$ cat src/rtl/fb_pipe_hazard_ctrl_pkg.sv
// Shared types and constants for the pipeline hazard sequencer.
// Sequencer states, datapath width and the per-stage control bundle.
package fb_pipe_hazard_ctrl_pkg;

    localparam int FB_32BITS = 32;

    typedef enum logic [1:0] {
        FB_HZ_RUN      = 2'd0,
        FB_HZ_MEM_WAIT = 2'd1,
        FB_HZ_FLUSH    = 2'd2
    } fb_hz_st_e;

    typedef struct packed {
        logic pc_we;
        logic pc_sel;
        logic if_id_en;
        logic if_id_flush;
        logic id_ex_en;
        logic id_ex_flush;
        logic ex_mem_en;
        logic ex_mem_flush;
        logic mem_wb_en;
    } fb_hz_ctl_t;

    function automatic fb_hz_ctl_t fb_hz_go();
        return '{pc_we: 1'b1, pc_sel: 1'b0,
                 if_id_en: 1'b1, if_id_flush: 1'b0,
                 id_ex_en: 1'b1, id_ex_flush: 1'b0,
                 ex_mem_en: 1'b1, ex_mem_flush: 1'b0,
                 mem_wb_en: 1'b1};
    endfunction

    function automatic fb_hz_ctl_t fb_hz_freeze();
        return '0;
    endfunction

    function automatic fb_hz_ctl_t fb_hz_reset();
        return '{pc_we: 1'b0, pc_sel: 1'b0,
                 if_id_en: 1'b0, if_id_flush: 1'b1,
                 id_ex_en: 1'b0, id_ex_flush: 1'b1,
                 ex_mem_en: 1'b0, ex_mem_flush: 1'b1,
                 mem_wb_en: 1'b0};
    endfunction

endpackage

$ cat src/rtl/fb_pipe_hazard_ctrl_redirect_buf.sv
// Holds a redirect that arrives while the pipe is frozen.
// The oldest captured redirect wins until it is issued.
module fb_hz_redirect_buf
    import fb_pipe_hazard_ctrl_pkg::*;
#(
    parameter int XLEN = FB_32BITS
) (
    input  logic            clk,
    input  logic            rst_n,
    input  logic            capture,
    input  logic            issue,
    input  logic            redirect_req,
    input  logic [XLEN-1:0] redirect_pc,
    output logic            redir_act,
    output logic [XLEN-1:0] sel_pc
);

    logic            pend_q, pend_d;
    logic [XLEN-1:0] pend_pc_q, pend_pc_d;

    always_comb begin
        pend_d    = pend_q;
        pend_pc_d = pend_pc_q;
        if (issue) begin
            pend_d = 1'b0;
        end else if (capture && redirect_req && !pend_q) begin
            pend_d    = 1'b1;
            pend_pc_d = redirect_pc;
        end
    end

    always_ff @(posedge clk) begin
        if (!rst_n) begin
            pend_q    <= 1'b0;
            pend_pc_q <= '0;
        end else begin
            pend_q    <= pend_d;
            pend_pc_q <= pend_pc_d;
        end
    end

    assign redir_act = redirect_req | pend_q;
    assign sel_pc    = pend_q ? pend_pc_q : redirect_pc;

endmodule

$ cat src/rtl/fb_pipe_hazard_ctrl.sv
// Pipeline stall/flush sequencer for the 5-stage core.
// Define FB_HAZARD_PERF_EN to build the stall/flush performance counters.
module fb_pipe_hazard_ctrl
    import fb_pipe_hazard_ctrl_pkg::*;
#(
    parameter int XLEN      = FB_32BITS,
    parameter int FLUSH_CYC = 1
) (
    input  logic            clk,
    input  logic            rst_n,
    input  logic            mem_busy,
    input  logic            redirect_req,
    input  logic [XLEN-1:0] redirect_pc,
    input  logic            ld_use,
    input  logic            if_busy,
    output logic            pc_we,
    output logic            pc_sel,
    output logic [XLEN-1:0] redir_pc,
    output logic            if_id_en,
    output logic            if_id_flush,
    output logic            id_ex_en,
    output logic            id_ex_flush,
    output logic            ex_mem_en,
    output logic            ex_mem_flush,
    output logic            mem_wb_en,
    output logic [31:0]     stall_cnt,
    output logic [31:0]     flush_cnt
);

    localparam logic [3:0] FLUSH_INIT = 4'(FLUSH_CYC - 1);

    fb_hz_st_e       st_q, st_d;
    logic [3:0]      cnt_q, cnt_d;
    fb_hz_ctl_t      ctl;
    logic            capture;
    logic            issue;
    logic            redir_act;
    logic [XLEN-1:0] sel_pc;

    fb_hz_redirect_buf #(.XLEN(XLEN)) u_buf (
        .clk          (clk),
        .rst_n        (rst_n),
        .capture      (capture),
        .issue        (issue),
        .redirect_req (redirect_req),
        .redirect_pc  (redirect_pc),
        .redir_act    (redir_act),
        .sel_pc       (sel_pc)
    );

    always_comb begin
        st_d    = st_q;
        cnt_d   = cnt_q;
        ctl     = fb_hz_go();
        capture = 1'b0;
        issue   = 1'b0;
        unique case (st_q)
            FB_HZ_RUN, FB_HZ_MEM_WAIT: begin
                st_d = FB_HZ_RUN;
                if (mem_busy) begin
                    ctl     = fb_hz_freeze();
                    capture = 1'b1;
                    st_d    = FB_HZ_MEM_WAIT;
                end else if (redir_act) begin
                    ctl.pc_sel       = 1'b1;
                    ctl.if_id_flush  = 1'b1;
                    ctl.id_ex_flush  = 1'b1;
                    ctl.ex_mem_flush = 1'b1;
                    issue            = 1'b1;
                    if (FLUSH_CYC > 1) begin
                        cnt_d = FLUSH_INIT;
                        st_d  = FB_HZ_FLUSH;
                    end
                end else if (ld_use) begin
                    ctl.pc_we       = 1'b0;
                    ctl.if_id_en    = 1'b0;
                    ctl.id_ex_flush = 1'b1;
                end else if (if_busy) begin
                    ctl.pc_we       = 1'b0;
                    ctl.if_id_flush = 1'b1;
                end
            end
            FB_HZ_FLUSH: begin
                // Younger work is already squashed, so only mem_busy matters
                if (mem_busy) begin
                    ctl = fb_hz_freeze();
                end else begin
                    ctl.if_id_flush = 1'b1;
                    cnt_d           = cnt_q - 4'd1;
                    if (cnt_q == 4'd1) st_d = FB_HZ_RUN;
                end
            end
            default: st_d = FB_HZ_RUN;
        endcase
        if (!rst_n) ctl = fb_hz_reset();
    end

    always_ff @(posedge clk) begin
        if (!rst_n) begin
            st_q  <= FB_HZ_RUN;
            cnt_q <= 4'd0;
        end else begin
            st_q  <= st_d;
            cnt_q <= cnt_d;
        end
    end

    always_ff @(posedge clk) begin
        if (rst_n && st_q == FB_HZ_FLUSH) assert (!pc_sel);
    end

`ifdef FB_HAZARD_PERF_EN
    logic [31:0] stall_q, stall_d;
    logic [31:0] flush_q, flush_d;

    always_comb begin
        stall_d = stall_q + {31'b0, ~ctl.pc_we};
        flush_d = flush_q + {31'b0, issue};
    end

    always_ff @(posedge clk) begin
        if (!rst_n) begin
            stall_q <= 32'b0;
            flush_q <= 32'b0;
        end else begin
            stall_q <= stall_d;
            flush_q <= flush_d;
        end
    end

    assign stall_cnt = stall_q;
    assign flush_cnt = flush_q;
`else
    assign stall_cnt = 32'b0;
    assign flush_cnt = 32'b0;
`endif

    assign pc_we        = ctl.pc_we;
    assign pc_sel       = ctl.pc_sel;
    assign redir_pc     = rst_n ? sel_pc : '0;
    assign if_id_en     = ctl.if_id_en;
    assign if_id_flush  = ctl.if_id_flush;
    assign id_ex_en     = ctl.id_ex_en;
    assign id_ex_flush  = ctl.id_ex_flush;
    assign ex_mem_en    = ctl.ex_mem_en;
    assign ex_mem_flush = ctl.ex_mem_flush;
    assign mem_wb_en    = ctl.mem_wb_en;

endmodule

$ cat config.mk
export PLATFORM = sky130hd
export DESIGN_NAME = fb_pipe_hazard_ctrl
export DESIGN_NICKNAME = d
export VERILOG_FILES = /design/src/rtl/fb_pipe_hazard_ctrl_pkg.sv /design/src/rtl/fb_pipe_hazard_ctrl_redirect_buf.sv /design/src/rtl/fb_pipe_hazard_ctrl.sv
export SDC_FILE = /design/constraint.sdc
export NUM_CORES = 1
export LEC_CHECK = 0
export BUFFER_PORTS_ARGS = -buffer_cell sky130_fd_sc_hd__clkbuf_2
export CORE_ASPECT_RATIO = 0.7
export CORE_MARGIN = 2
export CORE_UTILIZATION = 45
export CTS_CLUSTER_DIAMETER = 80
export DETAILED_ROUTE_END_ITERATION = 10
export MAX_ROUTING_LAYER = met4
export PLACE_DENSITY = 0.92
export SETUP_SLACK_MARGIN = 0.02
export SYNTH_ARGS = -nofsm -noshare
export SYNTH_HDL_FRONTEND = slang
export SYNTH_SLANG_ARGS = --single-unit
$ cat constraint.sdc
create_clock -name clk -period 2 [get_ports clk]
set_clock_uncertainty 0.05 [all_clocks]
set_input_delay 0.1 -clock clk [delete_from_list [all_inputs] [get_ports clk]]
set_output_delay 0.1 -clock clk [all_outputs]
set_load 0.02 [all_outputs]
# Yosys cells after proc, flatten, opt, wreduce, memory -nomap -nowiden
# Cells that the tools add are included.
[word_totals]
input_bits = 38
register_bits = 39
word_cells = 51
output_inout_bits = 105
[classes]
muxes = 28
n_reduce_logical = 9
add_sub_neg = 1
eq_ne = 5
n_bitwise = 4
[ops]
columns = ["operator", "n"]
rows = [
  ["$mux W32", 2],
  ["$mux W1", 18],
  ["$pmux W9 S2", 1],
  ["$mux W9", 1],
  ["$reduce_and A2 Y1", 3],
  ["$mux W5", 1],
  ["$eq A4 B1 Y1 const B", 1],
  ["$mux W2", 2],
  ["$mux W4", 1],
  ["$ne A2 B2 Y1 const B", 2],
  ["$pmux W2 S2", 1],
  ["$reduce_or A2 Y1", 2],
  ["$sub A4 B1 Y4 const B", 1],
  ["$mux W3", 1],
  ["$not A1 Y1", 3],
  ["$eq A2 B1 Y1 const B", 1],
  ["$eq A2 B2 Y1 const B", 1],
  ["$logic_and A1 B1 Y1", 2],
  ["$logic_not A2 Y1", 1],
  ["$logic_not A1 Y1", 1],
  ["$or A1 B1 Y1", 1],
]

# Logic depth before layout (Yosys ltp)
# Gate-level depths: netlist of run 1.
[depth]
word_depth = 6
ltp_mapped = 5
depth_no_buf = 3

# Hierarchy
# A second synthesis of run 1 with hierarchy kept.
[unflattened]
cells_unflattened = 295
area_unflattened_um2 = 2539.9
[by_module_without_submodules]
columns = ["module", "cells_each", "n_inst", "seq_area_each_um2", "area_each_um2"]
rows = [
  ["fb_hz_redirect_buf", 180, 1, 660.6, 1750.4],
  ["fb_pipe_hazard_ctrl", 115, 1, 0.0, 789.5],
]

# Worst setup path before layout of run 1
# No wires, ideal clock.
[synth_timing]
kind = "flip-flop to output port"
from = "register u_buf.pend_q"
to = "output id_ex_flush"
slack_ns = 0.688
required_ns = 1.850
stages_incl_launch_ff = 5
t_arrival_ns = 1.162
path_buffers = 2
path_cell_list = "dfxtp_1 > buf_6 > buf_4 > nor3_1 > o21ai_0"
[synth_between]
elab_chain_len = 5
[synth_rtl]
columns = ["item", "line_no", "source"]
rows = [
  ["start: declaration", "fb_pipe_hazard_ctrl_redirect_buf.sv:18", "logic pend_q, pend_d;"],
  ["start signal: assignment", "fb_pipe_hazard_ctrl_redirect_buf.sv:37", "pend_q <= pend_d;"],
  ["$or A1 B1 Y1", "fb_pipe_hazard_ctrl_redirect_buf.sv:42", "assign redir_act = redirect_req | pend_q;"],
  ["$mux W1", "fb_pipe_hazard_ctrl.sv:64", "end else if (redir_act) begin"],
  ["$mux W1", "fb_pipe_hazard_ctrl.sv:60", "if (mem_busy) begin"],
  ["$pmux W9 S2", "fb_pipe_hazard_ctrl.sv:57", "unique case (st_q)"],
  ["$mux W9", "fb_pipe_hazard_ctrl.sv:95", "if (!rst_n) ctl = fb_hz_reset();"],
  ["end: declaration", "fb_pipe_hazard_ctrl.sv:22", "output logic id_ex_flush,"],
]
# Every way passes these cells.

# Final worst setup path of run 1
[layout_timing]
from = "register u_buf.pend_q"
to = "output redir_pc[0]"
[layout_between]
elab_chain_len = 2
[layout_rtl]
columns = ["item", "line_no", "source"]
rows = [
  ["$mux W32", "fb_pipe_hazard_ctrl_redirect_buf.sv:43", "assign sel_pc = pend_q ? pend_pc_q : redirect_pc;"],
  ["$mux W32", "fb_pipe_hazard_ctrl.sv:140", "assign redir_pc = rst_n ? sel_pc : '0;"],
  ["end: declaration", "fb_pipe_hazard_ctrl.sv:18", "output logic [XLEN-1:0] redir_pc,"],
]
# Every way passes these cells.

==> results of run 1 <==
[cell type report]
cell class / count / area share
clock buffers: 8 / 0.0299
inverters: 2 / 0.00280
multi-input cells: 238 / 0.480
flip-flops and latches: 33 / 0.247
well taps: 72 / 0.0336
repair buffers: 96 / 0.207
[final timing paths]
path	slack (ns)	from	end	cells past startpoint
setup / recovery	0.46	u_buf.pend_q	redir_pc[0]	4
hold / removal	0.005	redirect_pc[18]	u_buf.pend_pc_q[18]	3
hold reg to reg	0.40	u_buf.pend_pc_q[31]	u_buf.pend_pc_q[31]	2
setup reg to reg	0.58	u_buf.pend_q	u_buf.pend_pc_q[12]	3
[logic make-up (layout without fill, tap and decap cells)]
family | after synthesis | in the layout | synth area share
simple gates | 104 | 104 | 0.226
buf+inv | 89 | 106 | 0.276
compound gates | 38 | 38 | 0.0816
flops | 33 | 33 | 0.280
mux | 32 | 32 | 0.136
other cells | 1 | 64 | 0.00159
[registers in the layout, summed over array words and instances (netlist names)]
| register | count |
|---|---|
| u_buf.pend_q | 1 |
| u_buf.pend_pc_q | 32 |
[power by group through the flow]
stage	clock network, mW	logic (mW)	registers [mW]
after global routing	0.511	0.505	0.710
after global placement	0	0.435	0.719
after detailed placement	0	0.446	0.721
after floorplan	0	0.447	0.716
final	0.463	0.464	0.706
after CTS	0.485	0.465	0.706
[cell usage after synthesis (all sizes together), types with 2 or more instances]
| cell type | instances | area (um^2) |
|---|---|---|
| buf | 80 | 617 |
| o21ai | 35 | 175 |
| dfxtp | 33 | 661 |
| nand2 | 33 | 124 |
| mux2i | 32 | 320 |
| nand3 | 32 | 160 |
| nor2b | 32 | 200 |
| clkbuf | 7 | 26.3 |
| nor2 | 3 | 11.3 |
| a21oi | 2 | 10.0 |
| inv | 2 | 7.51 |
[through the flow]
stage                     setup slack [ns]  cells  hold slack [ns]  utilization  area (um^2)
final                                0.461    449          0.00541        0.521         2680
after global routing                 0.324    449          0.00934        0.521         2680
after CTS                            0.436    449         0.000843        0.521         2680
after detailed placement             0.561    429            0.291        0.482         2480
after global placement               0.616    429            0.283        0.482         2480
after floorplan                      0.688    360            0.164            -         2600
[worst reg2reg max path: cells and delay by family (launching register included)]
family / cells / cell delay (ns)
AO/OA/AOI/OAI: 1 / 0.08
AND/OR/NAND/NOR: 2 / 0.83
flip-flops: 1 / 0.33
[timing repair]
item / CTS / global route
endpoints found under the hold margin: 12 / 0
buffers inserted: 0 / 0
hold buffers: 12 / 0
[metal layers]
metal	vias up	part of all wire	global-route usage
li1	1005	-	-
met1	835	0.44	0.154
met2	69	0.49	0.259
met3	5	0.065	0.0419
met4	0	0.0045	0.0346
met5	-	0	-
==> metrics, run 1 <==
Final nets=between 400 and 500; RSZ-0062 raised after global routing=false; FMAX=0.650 GHz; Required @ worst endpoint=1.85 ns; Hold WC Path Type=primary input to flip-flop; Inserted Clock Buffers=5; Final min period=1.54 ns; Critical-path top delay cell=dfxtp_2; fillers=just under 500; Wirelength per Cell=9.47 um; buffers and inverters on the worst path=2; most frequent cells in the layout=78 x clkbuf_2, 64 x conb_1, 33 x nand2_1; initial antenna violation count=0; initial core utilization=0.459; setup tns final=0 ns; CP Max Fanout=17; pin count of the biggest net entering global routing=65; CTS root buf=clkbuf_8; Synth Flop Type=dfxtp_1; startpoint type of the worst setup path=flip-flop; Post-DRT Antenna Nets=0; Initial DRC Count=60; CP cell instances=buf_4 > mux2i_1 > nor2b_1 > clkbuf_2; Residual DRC=0; switch share=0.335; relative slew slack=0.594; All-Layer GR Usage=0.142; power share of the combinational group=0.284; sequential cell area=roughly 660 um^2; max incr delay on CP=0.35 ns; post-synthesis instance area=2360 um^2; DR vias=1914; Clk pwr share=0.283; Reg clk slew, reported paths=around 0.06 ns; TritonCTS clock tree=built; crit-path leading delay family=buffers and inverters; 1st-pass router iterations=4; final hold vios=0; die width=a little over 90 um; HPWL after DPL=3.15 mm; Seq pwr share=0.432; # rows=22; Synth Instances=around 300; first-pass GRT wire length=6.69 mm; post-synthesis sequential area ratio=0.280; share of layout cells above drive strength 1=0.244; FFs w/ async S/R, synth=0; class of the most critical setup path=flip-flop to primary output; WP data arrival=~1.4 ns; io pins=143; GPL Wtd Cong=0.685; clock sink count=33; CTS Buffer Depth=2; Port Buffer Count=78; P&R area growth vs syn=13.6%; status=finished clean; Pleak=1.27 nW; WL final=between 4 and 5 mm; critical path capture point type=primary output; multi-input combinational cell area=1290 um^2; Worst Tran Pin Value=0.609 ns; mean post-synth cell area=~7.9 um^2; PwrDens=609 nW/um^2; Clock Latency Late Sink=roughly 0.27 ns; max cap viols=0; vias in the first global route=1581; Setup Viol. Count Final=0; core area=5150 um^2; CTS H-tree depth=2; Avg Vias per Cell=between 4 and 5; max-slew violations=0; YS warnings=0; period utilization=0.769; Die H=64.6 um; Max rail drop VDD=0.275 mV; Net Switching=0.547 mW; Synth cell types=21; FF+latch count, synth=33; CTS resizes=0; total congestion overflow=0; area of the die=between 5000 and 6000 um^2; Post-synth EDFFs=0; antenna fix cells=0; P_int=1.09 mW; overall power=1.63 mW; most common cell after layout, fill and taps aside=clkbuf_2
Power figures use the tool's default switching activity.
==> run 2: changes to the inputs <==
Settings changed: CORE_UTILIZATION 45 to 44, PLACE_DENSITY 0.92 to 0.9.
Clock period 2 ns to 1.6 ns, I/O delays scaled along.
==> run 2 against run 1 <==
Sequential power rose by 25%. First-iteration DRC count up 12%. Routed wire length up 14%. Cell area increased by 9.9%. Worst setup slack got worse by 0.40 ns. Critical path type unchanged. Largest power group is now the clock network. Highest routed layer unchanged.
==> metrics, run 2 (same netlist as run 1, synthesis figures left out) <==
status=finished clean; CTS resizes=0; first-pass GRT wire length=roughly 7.4 mm; WL final=4.83 mm; critical path capture point type=primary output; Largest regs=u_buf.pend_pc_q (32), u_buf.pend_q (1); Pleak=1.39 nW; Clock Latency Late Sink=0.27 ns; Die H=65.3 um; setup repair bufs after CTS=0; antenna fix cells=0; Final nets=436; RSZ-0062 raised after global routing=true; All-Layer GR Usage=0.156; Reg with most FFs=u_buf.pend_pc_q; Initial DRC Count=67; Required @ worst endpoint=1.47 ns; share of layout cells above drive strength 1=0.246; FMAX=0.649 GHz; die width=91.6 um; startpoint type of the worst setup path=flip-flop; Residual DRC=0; Reg clk slew, reported paths=0.07 ns; Port Buffer Count=78; Wirelength per Cell=between 10 and 15 um; io pins=143; max-slew violations=0; area of the die=5980 um^2; Post-DRT Antenna Nets=0; final hold vios=0; DR vias=roughly 2000; post-layout util=0.567; Avg Vias per Cell=4.27; Hold WC Path Type=primary input to flip-flop; Inserted Clock Buffers=5; Max rail drop VDD=roughly 0.32 mV; total congestion overflow=0; most common cell after layout, fill and taps aside=clkbuf_2; WP data arrival=1.41 ns; HPWL after DPL=3.37 mm; vias in the first global route=1638; pre-CTS setup slack=0.352 ns; pin count of the biggest net entering global routing=35; CTS Buffer Depth=2; TritonCTS clock tree=built; fillers=between 400 and 500; period utilization=0.963; # rows=22; CP Max Fanout=17; setup tns final=0 ns; P&R area growth vs syn=24.9%; 1st-pass router iterations=4; Final min period=1.54 ns; core area=5200 um^2; clock sink count=33; Finished Layout Cells=471; setup slack after layout=between 0.05 and 0.06 ns; multi-input combinational cell area=about 1300 um^2; Setup Viol. Count Final=0; class of the most critical setup path=flip-flop to primary output; CTS H-tree depth=2; most frequent cells in the layout=78 x clkbuf_2, 64 x conb_1, 33 x nand2_1; placed cells=432; sequential cell area=662 um^2; FF-to-FF setup slack=~0.45 ns; max reg flops=32; GPL Wtd Cong=0.711; max cap viols=0; PwrDens=approximately 830 nW/um^2; CTS root buf=clkbuf_8; initial antenna violation count=0; initial core utilization=0.454
-- run 2: cell type report --
cell class,instances,area share
sequential,33,0.225
clock inverter,3,0.0221
inverter,2,0.00255
multi-input combinational,238,0.436
timing repair buffer,118,0.261
tap,72,0.0306
clock buffer,5,0.0233
-- run 2: what timing repair did --
action	CTS	global route
hold buffers	31	0
hold endpoints to repair	31	0
setup endpoints to repair	0	21
-- run 2: per-layer routing --
layer | part of all wire | global-route usage
met1 | 0.42 | 0.170
met4 | 0.0043 | 0.0398
met3 | 0.051 | 0.0367
met5 | 0 | -
met2 | 0.52 | 0.290
-- run 2: stage by stage --
step	hold WS [ns]	instance area (um^2)	power, mW
finish	0.0211	2950	2.43
detailed placement	0.268	2500	1.47
floorplan	0.144	2600	1.45
global route	0.0159	2950	2.57
CTS	0.00969	2950	2.46
global placement	0.264	2500	1.45
-- run 2: path summary, 6_finish.rpt --
check	startpoint	end	depth (start not counted)
worst max-delay path	u_buf.pend_q	redir_pc[13]	4
worst min-delay path	redirect_pc[29]	u_buf.pend_pc_q[29]	3
worst max register to register	u_buf.pend_q	u_buf.pend_pc_q[3]	4
worst min register to register	u_buf.pend_pc_q[19]	u_buf.pend_pc_q[19]	2
-- run 2: worst max-delay path, stage by stage, from the launching register on --
cell      delay, ns
dfxtp_2        0.36
buf_4          0.30
mux2i_1        0.25
nor2b_1        0.07
clkbuf_2       0.15
-- run 2: power breakdown --
part	total, mW	switching [mW]	internal (mW)
registers	0.883	0.0212	0.862
logic	0.630	0.407	0.223
clock network	0.919	0.301	0.619
==> run 3: changes to the inputs <==
--- a/constraint.sdc
+++ b/constraint.sdc
@@ -4,2 +4,2 @@
 set_output_delay 0.08 -clock clk [all_outputs]
-set_load 0.02 [all_outputs]
+set_load 0.005 [all_outputs]
==> run 3 against run 2 <==
Power decreased by 17%. Worst setup slack better by 0.093 ns. Combinational power down 26%. Register-to-register slack about the same. Global-route usage grew 1.3 points. Final cell count unchanged. Fmax up 6.4%. Non-clock buffer count unchanged. Count of clock-buffer cells in the layout is 2 higher. Worst hold slack gained 0.013 ns. Critical endpoint unchanged.
==> metrics, run 3 (same netlist as run 1, synthesis figures left out) <==
placed cells=431; Area after DPL=2500 um^2; P_int=approximately 1.5 mW; area of the die=5980 um^2; overall power=2.03 mW; Reg with most FFs=u_buf.pend_pc_q; TritonCTS clock tree=built; CTS H-tree depth=2; Required @ worst endpoint=1.47 ns; WL final=4.99 mm; total congestion overflow=0; first-pass GRT wire length=7.96 mm; core area=about 5200 um^2; Post-DRT Antenna Nets=0; CP Max Fanout=17; Largest regs=u_buf.pend_pc_q (32), u_buf.pend_q (1); PwrDens=693 nW/um^2; die width=91.6 um; setup repair bufs after CTS=0; Clk pwr share=0.336; io pins=143; Initial DRC Count=51; Setup Viol. Count Final=0; DR vias=2022; All-Layer GR Usage=0.169; antenna fix cells=0; initial core utilization=0.454; Pleak=1.38 nW; 1st-pass router iterations=4; clock sink count=33; GPL Wtd Cong=0.708; max cap viols=0; # rows=22; Die H=65.3 um; critical path capture point type=primary output; R2R depth=4; initial antenna violation count=0; share of layout cells above drive strength 1=0.243; RSZ-0062 raised after global routing=false; P&R area growth vs syn=23.9%; FF-to-FF setup slack=0.44 ns; switch share=0.273; class of the most critical setup path=flip-flop to primary output; Port Buffer Count=78; FMAX=0.691 GHz; Final min period=between 1 and 1.5 ns; startpoint type of the worst setup path=flip-flop; WHS=0.0342 ns; pre-CTS setup slack=0.395 ns; Max rail drop VDD=about 0.39 mV; Wirelength per Cell=around 11 um; Hold WC Path Type=primary input to flip-flop; period utilization=0.905; post-layout util=0.562; setup tns final=0 ns; Residual DRC=0; Seq pwr share=0.436; power share of the combinational group=0.229; Finished Layout Cells=471; hold endpoint=u_buf.pend_q; Net Switching=0.554 mW; reg2reg end=u_buf.pend_pc_q[15]; Reg clk slew, reported paths=0.07 ns; hold path depth=3; Clock Latency Late Sink=~0.27 ns; max-slew violations=0; Hold Startpoint=mem_busy; status=finished clean; WP data arrival=1.32 ns; Final nets=approximately 440; vias in the first global route=1743; CTS root buf=clkbuf_8; final hold vios=0; Inserted Clock Buffers=5; most common cell after layout, fill and taps aside=clkbuf_2; max reg flops=32; CTS Buffer Depth=2; setup slack after layout=~0.15 ns; RR Startpoint=u_buf.pend_q; most frequent cells in the layout=78 x clkbuf_2, 64 x conb_1, 33 x nand2_1; HPWL after DPL=about 3.4 mm; Avg Vias per Cell=roughly 4.3; pin count of the biggest net entering global routing=37; post-route cell area=approximately 3000 um^2
==> run 3: cell count changes in the layout (fill, tap and decap cells not counted), sizes merged <==
cell / delta
clkbuf: +2
buf: -1
dlygate4sd3: +1
bufinv: -2
==> run 3: layout make-up <==
type,count,area [um^2]
Fill cell,450,2280
Multi-Input combinational cell,238,1290
Timing Repair Buffer,118,778
Sequential cell,33,662
Clock buffer,7,96.3
Tap cell,72,90.1
Inverter,2,7.51
Clock inverter,1,5.00
==> run 3: routing by layer <==
metal  up-vias  wire length [um]  global-route usage
li1       1052                 -                   -
met5         -                 0                   -
met4         0                30              0.0398
met1       909              2040               0.186
met2        57              2700               0.313
met3         4               217              0.0390
==> run 3: power by group through the flow <==
stage          Combinational (mW)  Sequential (mW)  Clock, mW
2_1_floorplan               0.383            0.895          0
3_5_place_dp                0.394            0.901          0
4_1_cts                     0.457            0.883      0.711
6_report                    0.464            0.884      0.681
3_3_place_gp                0.383            0.899          0
5_1_grt                     0.524            0.888      0.760
==> run 3: critical path, cell delays in order (launching register included) <==
cell and delay (ns):
dfxtp_2 0.39, buf_6 0.24, mux2i_1 0.23, nor2b_1 0.07, clkbuf_2 0.11
==> run 3: worst max path at each step <==
stage | from | endpoint | slack, ns | cells after the start
final | u_buf.pend_q | redir_pc[13] | 0.15 | 4
after global routing | u_buf.pend_q | redir_pc[13] | 0.04 | 4
after CTS | u_buf.pend_q | redir_pc[8] | 0.08 | 4
after detailed placement | u_buf.pend_q | redir_pc[8] | 0.39 | 4
after global placement | u_buf.pend_q | redir_pc[16] | 0.44 | 4
after floorplan | u_buf.pend_q | u_buf.pend_pc_q[14] | 0.52 | 5
==> run 3: repair_timing <==
action                                  in CTS  in global routing
endpoints found under the hold margin       32                  0
gates resized for setup                      0                  2
endpoints found under the setup margin       0                  6
hold buffers                                32                  0
